$ cat src/rtl/pc_fetch_unit.sv
// Program-counter fetch front end: issues word-addressed instruction requests,
// folds branch redirects and exceptions into the PC, and kills stale fetches.
module pc_fetch_unit #(
  parameter int          ADDR_W     = 32,
  parameter logic [31:0] INIT_ADDR  = 32'h0000_0000,
  parameter logic [31:0] EXC_VECTOR = 32'h0000_0080
) (
  input  logic              clk,
  input  logic              rst_n,
  input  logic              stall,
  input  logic              redir_valid,
  input  logic [ADDR_W-3:0] redir_addr,
  input  logic              exc_valid,
  output logic              imem_req,
  output logic [ADDR_W-3:0] imem_addr,
  input  logic              imem_ready,
  output logic              fetch_valid,
  output logic [ADDR_W-3:0] fetch_pc,
  output logic [ADDR_W-3:0] seq_pc
);

  localparam int PC_W = ADDR_W - 2;
  localparam logic [PC_W-1:0] INIT_PC = INIT_ADDR[ADDR_W-1:2];
  localparam logic [PC_W-1:0] EXC_PC  = EXC_VECTOR[ADDR_W-1:2];

  typedef enum logic [1:0] {
    ST_BOOT  = 2'd0,
    ST_FETCH = 2'd1,
    ST_HOLD  = 2'd2
  } state_t;

  state_t            state_q, state_d;
  logic [PC_W-1:0]   pc_q, pc_d;
  logic              pend_valid_q, pend_valid_d;
  logic              pend_exc_q, pend_exc_d;
  logic [PC_W-1:0]   pend_addr_q, pend_addr_d;

  logic              event_now;
  logic              any_event;
  logic              take_exc;
  logic              handshake;
  logic [PC_W-1:0]   target;

  // Natural overflow of the PC_W-bit sum gives the required wrap to zero.
  function automatic logic [PC_W-1:0] pc_incr(input logic [PC_W-1:0] pc);
    return pc + {{(PC_W-1){1'b0}}, 1'b1};
  endfunction

  assign seq_pc    = pc_incr(pc_q);
  assign event_now = exc_valid | redir_valid;
  assign any_event = event_now | pend_valid_q;
  assign take_exc  = exc_valid | (pend_valid_q & pend_exc_q);
  assign handshake = (state_q == ST_FETCH) & imem_ready;

  // A fresh redirect is newer than a pending one, so it takes precedence.
  always_comb begin
    target = seq_pc;
    if (take_exc) begin
      target = EXC_PC;
    end else if (redir_valid) begin
      target = redir_addr;
    end else if (pend_valid_q) begin
      target = pend_addr_q;
    end
  end

  always_comb begin
    state_d      = state_q;
    pc_d         = pc_q;
    pend_valid_d = pend_valid_q;
    pend_exc_d   = pend_exc_q;
    pend_addr_d  = pend_addr_q;

    case (state_q)
      ST_BOOT: begin
        state_d = stall ? ST_HOLD : ST_FETCH;
      end
      ST_FETCH: begin
        if (imem_ready) begin
          pc_d         = target;
          pend_valid_d = 1'b0;
          state_d      = stall ? ST_HOLD : ST_FETCH;
        end
      end
      ST_HOLD: begin
        if (any_event) begin
          pc_d         = target;
          pend_valid_d = 1'b0;
        end
        if (!stall) begin
          state_d = ST_FETCH;
        end
      end
      default: begin
        state_d = ST_BOOT;
      end
    endcase

    // Events that cannot act yet park in the single pending slot; a pending
    // exception is never displaced by a later redirect.
    if ((state_q == ST_BOOT) || ((state_q == ST_FETCH) && !imem_ready)) begin
      if (exc_valid) begin
        pend_valid_d = 1'b1;
        pend_exc_d   = 1'b1;
      end else if (redir_valid && !(pend_valid_q && pend_exc_q)) begin
        pend_valid_d = 1'b1;
        pend_exc_d   = 1'b0;
        pend_addr_d  = redir_addr;
      end
    end
  end

  always_ff @(posedge clk or negedge rst_n) begin
    if (!rst_n) begin
      state_q      <= ST_BOOT;
      pc_q         <= INIT_PC;
      pend_valid_q <= 1'b0;
      pend_exc_q   <= 1'b0;
    end else begin
      state_q      <= state_d;
      pc_q         <= pc_d;
      pend_valid_q <= pend_valid_d;
      pend_exc_q   <= pend_exc_d;
    end
  end

  // Pending target is only meaningful while pend_valid_q is set.
  always_ff @(posedge clk) begin
    pend_addr_q <= pend_addr_d;
  end

  assign imem_req    = (state_q == ST_FETCH);
  assign imem_addr   = pc_q;
  assign fetch_valid = handshake & ~any_event;
  assign fetch_pc    = pc_q;

endmodule

$ cat config.mk
export PLATFORM = sky130hd
export DESIGN_NAME = pc_fetch_unit
export DESIGN_NICKNAME = d
export VERILOG_FILES = /design/src/rtl/pc_fetch_unit.sv
export SDC_FILE = /design/constraint.sdc
export NUM_CORES = 1
export LEC_CHECK = 0
export CAP_MARGIN = 25
export CORE_MARGIN = 2
export CORE_UTILIZATION = 48
export CTS_CLUSTER_DIAMETER = 100
export DETAILED_ROUTE_END_ITERATION = 10
export GPL_ROUTABILITY_DRIVEN = 0
export PLACE_DENSITY = 0.92
export SYNTH_ARGS = -nofsm -noshare
export SYNTH_HDL_FRONTEND = slang
export SYNTH_SLANG_ARGS = --single-unit
$ cat constraint.sdc
create_clock -name clk -period 6.6 [get_ports clk]
set_input_delay 0.99 -clock clk [delete_from_list [all_inputs] [get_ports clk]]
set_output_delay 0.99 -clock clk [all_outputs]
set_load 0.02 [all_outputs]
==> metrics.txt <==
Initial Utilization 0.490; num ports 128; CTS sink count 64; Mapped Cells 410; hold_sp pend_addr_q[14]; ANT nets after route 0; average size of a mapped cell 9.67 sq um; fin nets roughly 540; DR vias/cell ~6.3; die area ~9000 sq um; PortBufs between 100 and 150; first-pass GRT wire length between 15000 and 20000 um; row count 33; number of synthesized register bits 64; reg-to-reg startpoint pend_valid_q; Layout area overhead 32.7%; sequential share of power 0.297; Hold Crit Class register to register; clk_skew around 0.0048 ns; Mapped Area approximately 4000 sq um; Total Power about 0.0026 W; DP HPWL 7880 um; CTS tree done; buffers inserted by post-CTS timing repair 0; number of synthesized flops with an enable pin 30; number of synthesis warnings 0; Async S/R FF share, synth 0.531; FF-to-FF End fetch_pc[22]; number of global-route vias before repair around 3600; most frequent cells in the layout clkdlybuf4s50_1 (126), dfrtp_1 (34), a21oi_1 (32); minimum clock period between 4 and 5 ns; Yosys cell types between 50 and 60; Mapped Nets roughly 450; outcome completed; Max Slew Vio Count 0; initial antenna violation count 0; fin crit share 0.676; RSZ-0062 raised after global routing false; Relative slew margins 0.332; worst-margin pin slew 0.999 ns; DR vias roughly 3800; cts hold-fix bufs 0; share of cells above drive strength 1 0.0540; Inserted Diodes 0; 1st-pass router iterations 5; Clock Tree Buf Depth 2; CP arrival approximately 3.5 ns; PwrDens roughly 500 nW/um^2; clock slew at reported path FFs roughly 0.07 ns; drt drc 0; Hold Fails Final Rpt 0; clock share of power 0.136; Cell Int Power 0.00143 W; core area 8090 sq um; Worst Reg-to-Reg Cells 6; Critical Path Fanout Max 40; final WL about 12000 um; largest net degree at the start of global routing about 40; Initial DRC Count around 420; Peak VDD IR 284 uV; max cap viols 0; Worst setup SP type input port; combinational share of power 0.567; CTS Root Cell clkbuf_8; Hold EP fetch_pc[14]; hold path depth 2; cts repair resizes 0; fmax around 220 MHz; Final TNS setup 0 ns; WP data required 5.61 ns; total track usage 0.268; H-Tree Depth 3; sequential share of the synthesized area 0.442; most common library cell in the layout ignoring fill and taps clkdlybuf4s50_1; switch share 0.444; critical path class input port to output pin; Die Wd 94.9 um; Most used DFF post-synth dfrtp_1; Static Leak between 1.5 and 2 nW; WL/cell 19.4 um; switching power about 0.0011 W; insertion delay of the later-clocked pin in the worst-skew pair approximately 0.35 ns; gr ovfl total 0; Final setup viols 0; r2r setup slk approximately 3.7 ns; TritonCTS Buffers 9; Die Y around 95 um; Critical Path Sink Type output pin
[per-stage QoR]
step	instance area (sq um)	instances	worst slack (ns)	util	hold WS, ns
finish	5260	605	2.14	0.650	0.578
global route	5260	605	1.95	0.650	0.610
CTS	5260	605	2.17	0.650	0.568
detailed placement	5060	589	2.20	0.626	0.535
global placement	5050	588	2.21	0.624	0.531
floorplan	3970	410	3.17	-	0.501
[per-layer routing]
| metal | vias to the layer above | wire length, um | GRT usage |
|---|---|---|---|
| met5 | - | 0 | 0 |
| met4 | 0 | 353 | 0.139 |
| met3 | 40 | 1060 | 0.0471 |
| met2 | 274 | 5790 | 0.428 |
| met1 | 1816 | 4510 | 0.349 |
| li1 | 1681 | - | - |
[state kept, by name (all words and copies together) (netlist names)]
signal and cells:
pend_addr_q 30, fetch_pc 30, state_q 2, pend_valid_q 1, pend_exc_q 1
[power by group through the flow]
stage                     combinational, W  sequential [W]  clock (W)
after floorplan                   0.000861        0.000786          0
after global placement             0.00141        0.000750          0
after detailed placement           0.00145        0.000762          0
after CTS                          0.00146        0.000756   0.000348
after global routing               0.00155        0.000785   0.000366
final                              0.00146        0.000764   0.000350
[synth_stat cells, types with 7 or more instances]
cell type,count,area share
and4_1,8,0.018
o22a_1,7,0.015
o221ai_1,8,0.018
dfrtp_1,34,0.21
inv_1,15,0.014
buf_4,30,0.057
nor2_1,24,0.023
clkbuf_1,15,0.014
nor3_1,9,0.011
o22ai_1,12,0.019
edfxtp_1,30,0.23
a21oi_1,32,0.040
nand2_1,25,0.024
xnor2_1,21,0.046
a22o_1,7,0.015
nand4_1,8,0.013
xor2_1,7,0.015
nand3_1,9,0.011
a31oi_1,7,0.011
o21ai_0,21,0.026
[worst max-delay path, cell delays in order]
cell             delay, ns
clkdlybuf4s50_1       0.39
buf_4                 0.26
nor2_1                0.81
nand2_1               0.23
nor2_1                0.16
clkdlybuf4s50_1       0.61
[kinds of logic after synthesis]
group,Yosys count,synth area share
DFF,64,0.442
muxes,5,0.0126
AOI/OAI and AO/OA,136,0.235
and+or+nand+nor,100,0.133
adders and majority gates,5,0.0158
xor gates and xnor gates,28,0.0618
buffers and inverters,72,0.100
[layout make-up]
class / instances / area (sq um)
clock buffers: 13 / 159
clock inverters: 3 / 40.0
fillers: 634 / 2830
inverters: 15 / 56.3
multi-input cells: 274 / 1830
flip-flops and latches: 64 / 1750
well taps: 105 / 131
repair buffers: 131 / 1300
[how the worst max path moves through the flow]
stage	startpoint	cells after the start	end	slack (ns)
3_3_place_gp	redir_valid	6	fetch_valid	2.21
2_1_floorplan	redir_valid	4	pend_addr_q[0]	3.17
3_5_place_dp	redir_valid	6	fetch_valid	2.20
6_report	redir_valid	6	fetch_valid	2.14
5_1_grt	redir_valid	6	fetch_valid	1.95
4_1_cts	redir_valid	6	fetch_valid	2.17
Power figures use the tool's default switching activity.
==> RTL change 1 (same settings) <==
Set the parameter `EXC_VECTOR` to 32'h00000060 (it was 32'h0000_0080).
--- a/src/rtl/pc_fetch_unit.sv
+++ b/src/rtl/pc_fetch_unit.sv
@@ -3,7 +3,7 @@
 module pc_fetch_unit #(
   parameter int          ADDR_W     = 32,
   parameter logic [31:0] INIT_ADDR  = 32'h0000_0000,
-  parameter logic [31:0] EXC_VECTOR = 32'h0000_0080
+  parameter logic [31:0] EXC_VECTOR = 32'h00000060
 ) (
   input  logic              clk,
   input  logic              rst_n,
Behaviour: not the same (Yosys sat finds a counterexample within 4 cycles, from zero or initial values and one cycle with rst_n low).
==> RTL change 1 against the original RTL <==
  * Routed wire length fell by 0.65%
  * Sequential cell count did not move
  * Area after synthesis did not move
  * Power rose by 2.1%
  * Register-to-register slack barely moved
  * Setup slack improved by 0.27 ns
  * Final area fell by 0.29%
  * Final cell count fell by 0.99%
  * Largest cell class unchanged
==> RTL change 1: results (changes against the original RTL) <==
Global routing
  • First-pass GRT wire length: 17800 um (-3.0%)
  • Met3 track demand over resource: 5.51% (+0.80 points)
  • Maximum number of pins on one net before global-route repair: 35 (-15%)
  • All-Layer GR Usage: 26.1% (-0.66 points)
  • Number of global-route vias before repair: 3471 (-4.7%)
  • Met2 track demand over resource in global routing: 43.1% (+0.30 points)

Power
  • Largest vdd supply drop: 0.000264 V (-6.9%)
  • Clock-net power: 0.375 mW (+7.1%)
  • Reg power frac: 29.1% (-0.6 points)
  • Leakage power: 1.97 nW (-0.11%)

Setup path
  • Largest fanout of any net on the critical path: 10 (-75%)
  • Slowest library cell on the worst path: sky130_fd_sc_hd__nor4_4
  • CP top delay family: simple AND/OR/NAND/NOR gates
  • Largest stage delay on the critical path: 0.63 ns (-0.18 ns)
  • WP buf/inv: 1 (-2)

Timing
  • Tightest Pin Transition: 0.972 ns (-0.0261 ns)
  • Clock Skew: 0.0109 ns (+0.00609 ns)
  • Fin Hold WS: 0.526 ns (-0.0527 ns)

Yosys
  • Most instantiated cells after synthesis: sky130_fd_sc_hd__a21oi_1, sky130_fd_sc_hd__dfrtp_1, sky130_fd_sc_hd__buf_4
  • Largest cells by area after synthesis: sky130_fd_sc_hd__edfxtp_1, sky130_fd_sc_hd__dfrtp_1, sky130_fd_sc_hd__buf_4
  • Distinct cell type count after synthesis: 61 (+8.9%)

Place
  • HPWL after detailed placement: 7900 um (+0.24%)
  • Post-Place Cell Area: 5030 sq um (-0.69%)

Detailed routing
  • Met3 routed wirelength: 1110 um (+4.7%)
  • Met2 wire length: 5720 um (-1.2%)
  • Met1 routed wirelength after detailed routing: 4470 um (-1.0%)
  • Avg WL per Cell: 19.4 um (+0.35%)
  • Drt first-iter violations: 440 (+5.0%)

Layout
  • Layout cells sized above 1: 7.49% (+2.1 points)
  • Total Nets Final: 530 (-1.1%)

Status
  • Result of the run: complete, no violations
## RTL change 1: layout make-up
cell class	instances	area [sq um]
well taps	105	131
repair buffers	132	1300
inverters	12	45.0
flip-flops and latches	64	1750
clock inverters	6	83.8
clock buffers	10	128
fillers	642	2840
multi-input cells	270	1810
## RTL change 1: how the worst max path moves through the flow
stage / depth (start not counted) / end / slack, ns / from
after detailed placement: 6 / fetch_valid / 2.54 / redir_valid
after floorplan: 4 / pend_addr_q[0]$_DFFE_PP_ / 3.16 / redir_valid
after CTS: 6 / seq_pc[18] / 2.47 / fetch_pc[0]$_DFFE_PN0P_
final: 6 / seq_pc[28] / 2.41 / fetch_pc[0]$_DFFE_PN0P_
after global routing: 6 / seq_pc[18] / 2.26 / fetch_pc[0]$_DFFE_PN0P_
after global placement: 6 / fetch_valid / 2.56 / redir_valid
## RTL change 1: metrics by stage
stage / worst slack (ns) / std cells / util (%)
2_1_floorplan: 3.16 / 402 / -
3_3_place_gp: 2.56 / 582 / 62.2
6_report: 2.41 / 599 / 64.9
3_5_place_dp: 2.54 / 582 / 62.2
4_1_cts: 2.47 / 598 / 64.8
5_1_grt: 2.26 / 599 / 64.9
## RTL change 1: cells by family (layout without fill, tap and decap cells)
family                     Yosys count  after routing  synth area share, %
buffers and inverters               68            160                 10.5
and+or+nand+nor                     99             99                 13.5
AOI/OAI and AO/OA                  132            132                 22.5
muxes                                6              6                 1.55
DFF                                 64             64                 44.2
xor gates and xnor gates            28             28                 6.18
adders and majority gates            5              5                 1.58
## RTL change 1: worst min-delay path, stage by stage (launching register included)
cell and delay (ns):
sky130_fd_sc_hd__edfxtp_1 0.32, sky130_fd_sc_hd__mux2i_1 0.06, sky130_fd_sc_hd__o21ai_1 0.11
==> RTL change 2 (config.mk and constraints unchanged) <==
Without the edit above. Make the reset (`rst_n`) synchronous in one clocked block.
--- a/src/rtl/pc_fetch_unit.sv
+++ b/src/rtl/pc_fetch_unit.sv
@@ -110,7 +110,7 @@
     end
   end
 
-  always_ff @(posedge clk or negedge rst_n) begin
+  always_ff @(posedge clk) begin
     if (!rst_n) begin
       state_q      <= ST_BOOT;
       pc_q         <= INIT_PC;
Behaviour: differs if rst_n is asserted again (counterexample within 4 cycles, from zero or initial values and one cycle with rst_n low); with rst_n held inactive, the same outputs for 10 cycles.
==> RTL change 2 against the original RTL <==
  * Sequential share of layout area is 2.4 points lower
  * Area after synthesis is 3.6% lower
  * Setup slack worse by 0.13 ns
  * Sequential cell count stayed put
  * Routed wire length is 1.3% lower
  * Final area is 2.8% lower
  * Core utilization is 1.1 points higher
Power is not compared: it rests on default switching activity, and its combinational part moved more than twofold at a synthesized area within 25%.
==> RTL change 2: results (changes against the original RTL) <==
Status
  • Result of the run: complete, no violations

CTS
  • Maximum clock path buffer count: 2 (unchanged)
  • Clock buffer count from CTS: 9 (unchanged)
  • CTS H-Tree Depth: 3 (unchanged)
  • Quantity of gates resized following cts: 0 (unchanged)
  • CTS clock-pin slew for the worst setup and hold paths: 0.07 ns (about the same)
  • Post-CTS setup buffers: 0 (unchanged)
  • Source-to-sink clock delay at the later pin of the worst-skew pair: 0.35 ns (about the same)
  • Root Driver: sky130_fd_sc_hd__clkbuf_8

Setup path
  • Minimum setup slack among reg-to-reg paths: 3.66 ns (about the same)
  • Start of the worst register-to-register path: state_q[1]$_SDFFE_PN0P_
  • Largest fanout of any net on the critical path: 27 (-33%)
  • R2R Path End: fetch_pc[29]$_SDFFE_PN0P_
  • Crit path from: redir_valid
  • Reg2Reg Depth: 7 (+1)
  • Data arrival at the endpoint of the critical path: 3.60 ns (+0.13 ns)

Layout
  • Total Nets Final: 540 (+0.75%)
  • Layout cells sized above 1: 6.15% (+0.75 points)
  • Ant diodes: 0 (unchanged)

Detailed routing
  • Detailed-router iteration count before antenna repair: 5 (unchanged)
  • Final Routed Wirelength: 11600 um (-1.3%)
  • Number of vias in the routed layout: 3754 (-1.5%)
  • Drt first-iter violations: 458 (+9.3%)
  • Avg WL per Cell: 19.1 um (-1.5%)

Global routing
  • Antenna violations before repair: 0 (unchanged)
  • Maximum number of pins on one net before global-route repair: 29 (-29%)
  • All-Layer GR Usage: 26.6% (-0.18 points)
  • Number of global-route vias before repair: 3576 (-1.8%)
  • First-pass GRT wire length: 18000 um (-2.0%)

Timing
  • Worst max-slew margin expressed relative to the limit: 29.9% (-3.3 points)
  • Clock Skew: 0.00842 ns (+0.00365 ns)

Place
  • Worst setup timing slack at the placement stage: 2.05 ns (-0.152 ns)
  • Placed instance count: 590 (+0.17%)
  • Post-Place Cell Area: 4930 sq um (-2.7%)
  • HPWL after detailed placement: 8250 um (+4.6%)

Yosys
  • Async set-reset flop share out of synthesis: 0% (-53 points)
  • Distinct cell type count after synthesis: 60 (+7.1%)
  • Commonest register cell after synthesis: sky130_fd_sc_hd__dfxtp_1
  • Portion of the post-synthesis area used by sequential elements: 41.4% (-2.8 points)
  • Most instantiated cells after synthesis: sky130_fd_sc_hd__nor2_1, sky130_fd_sc_hd__dfxtp_1, sky130_fd_sc_hd__nand2_1
  • Syn_area_per_cell: 9.35 sq um (-3.4%)
  • Synth warnings: 0 (unchanged)
  • Largest cells by area after synthesis: sky130_fd_sc_hd__edfxtp_1, sky130_fd_sc_hd__dfxtp_1, sky130_fd_sc_hd__buf_4
  • Net count after synthesis: 450 (-0.22%)

Power
  • Leakage power: 1.75 nW

Min path
  • Hold path startpoint: pend_exc_q$_SDFFE_PN0P_
  • Destination of the worst hold path: pend_exc_q$_SDFFE_PN0P_
  • Worst Hold Depth: 2 (unchanged)
[RTL change 2: how the worst max path moves through the flow]
stage,endpoint,slack (ns),cells after the start
global route,fetch_valid,1.90,6
CTS,fetch_valid,2.03,6
global placement,fetch_valid,2.08,6
finish,fetch_valid,2.01,6
detailed placement,fetch_valid,2.05,6
floorplan,pend_addr_q[0]$_DFFE_PP_,2.50,4
[RTL change 2: area by class of cell]
class                           count  area [sq um]
Timing Repair Buffer              130          1290
Clock buffer                        9           124
Sequential cell                    64          1580
Clock inverter                      7          62.6
Inverter                           14          52.6
Multi-Input combinational cell    280          1870
Fill cell                         601          2610
Tap cell                          102           128
[RTL change 2: layer usage]
layer | vias to the layer above | share of wire, % | global-route usage [%]
met3 | 28 | 9.2 | 4.19
met1 | 1793 | 38 | 33.1
met2 | 255 | 51 | 45.1
li1 | 1678 | - | -
met5 | - | 0 | 0
met4 | 0 | 2.7 | 12.6
[RTL change 2: power breakdown]
part	total, mW	switching [mW]	internal, mW	leakage (nW)
registers	0.468	0.0264	0.441	0.553
logic	0.260	0.149	0.111	1.10
clock network	0.336	0.165	0.171	0.0985
[RTL change 2: cell families after synthesis]
logic type | count (synthesis) | synth area share [%]
buffers and inverters | 65 | 9.75
muxes | 6 | 1.57
adders and majority gates | 5 | 1.64
DFF | 64 | 41.4
AOI/OAI and AO/OA | 111 | 20.8
and+or+nand+nor | 131 | 18.7
xor gates and xnor gates | 27 | 6.19
[RTL change 2: worst max-delay path: stages]
cell and delay (ns):
sky130_fd_sc_hd__clkdlybuf4s50_1 0.39, sky130_fd_sc_hd__buf_4 0.24, sky130_fd_sc_hd__inv_1 0.65, sky130_fd_sc_hd__nand2_1 0.42, sky130_fd_sc_hd__nor3_1 0.27, sky130_fd_sc_hd__clkdlybuf4s50_1 0.63
[RTL change 2: per-stage QoR]
stage | power [mW] | hold slack, ns
after CTS | 1.05 | 0.498
after floorplan | 0.629 | 0.458
after global routing | 1.10 | 0.535
after global placement | 0.722 | 0.472
after detailed placement | 0.731 | 0.487
final | 1.06 | 0.504
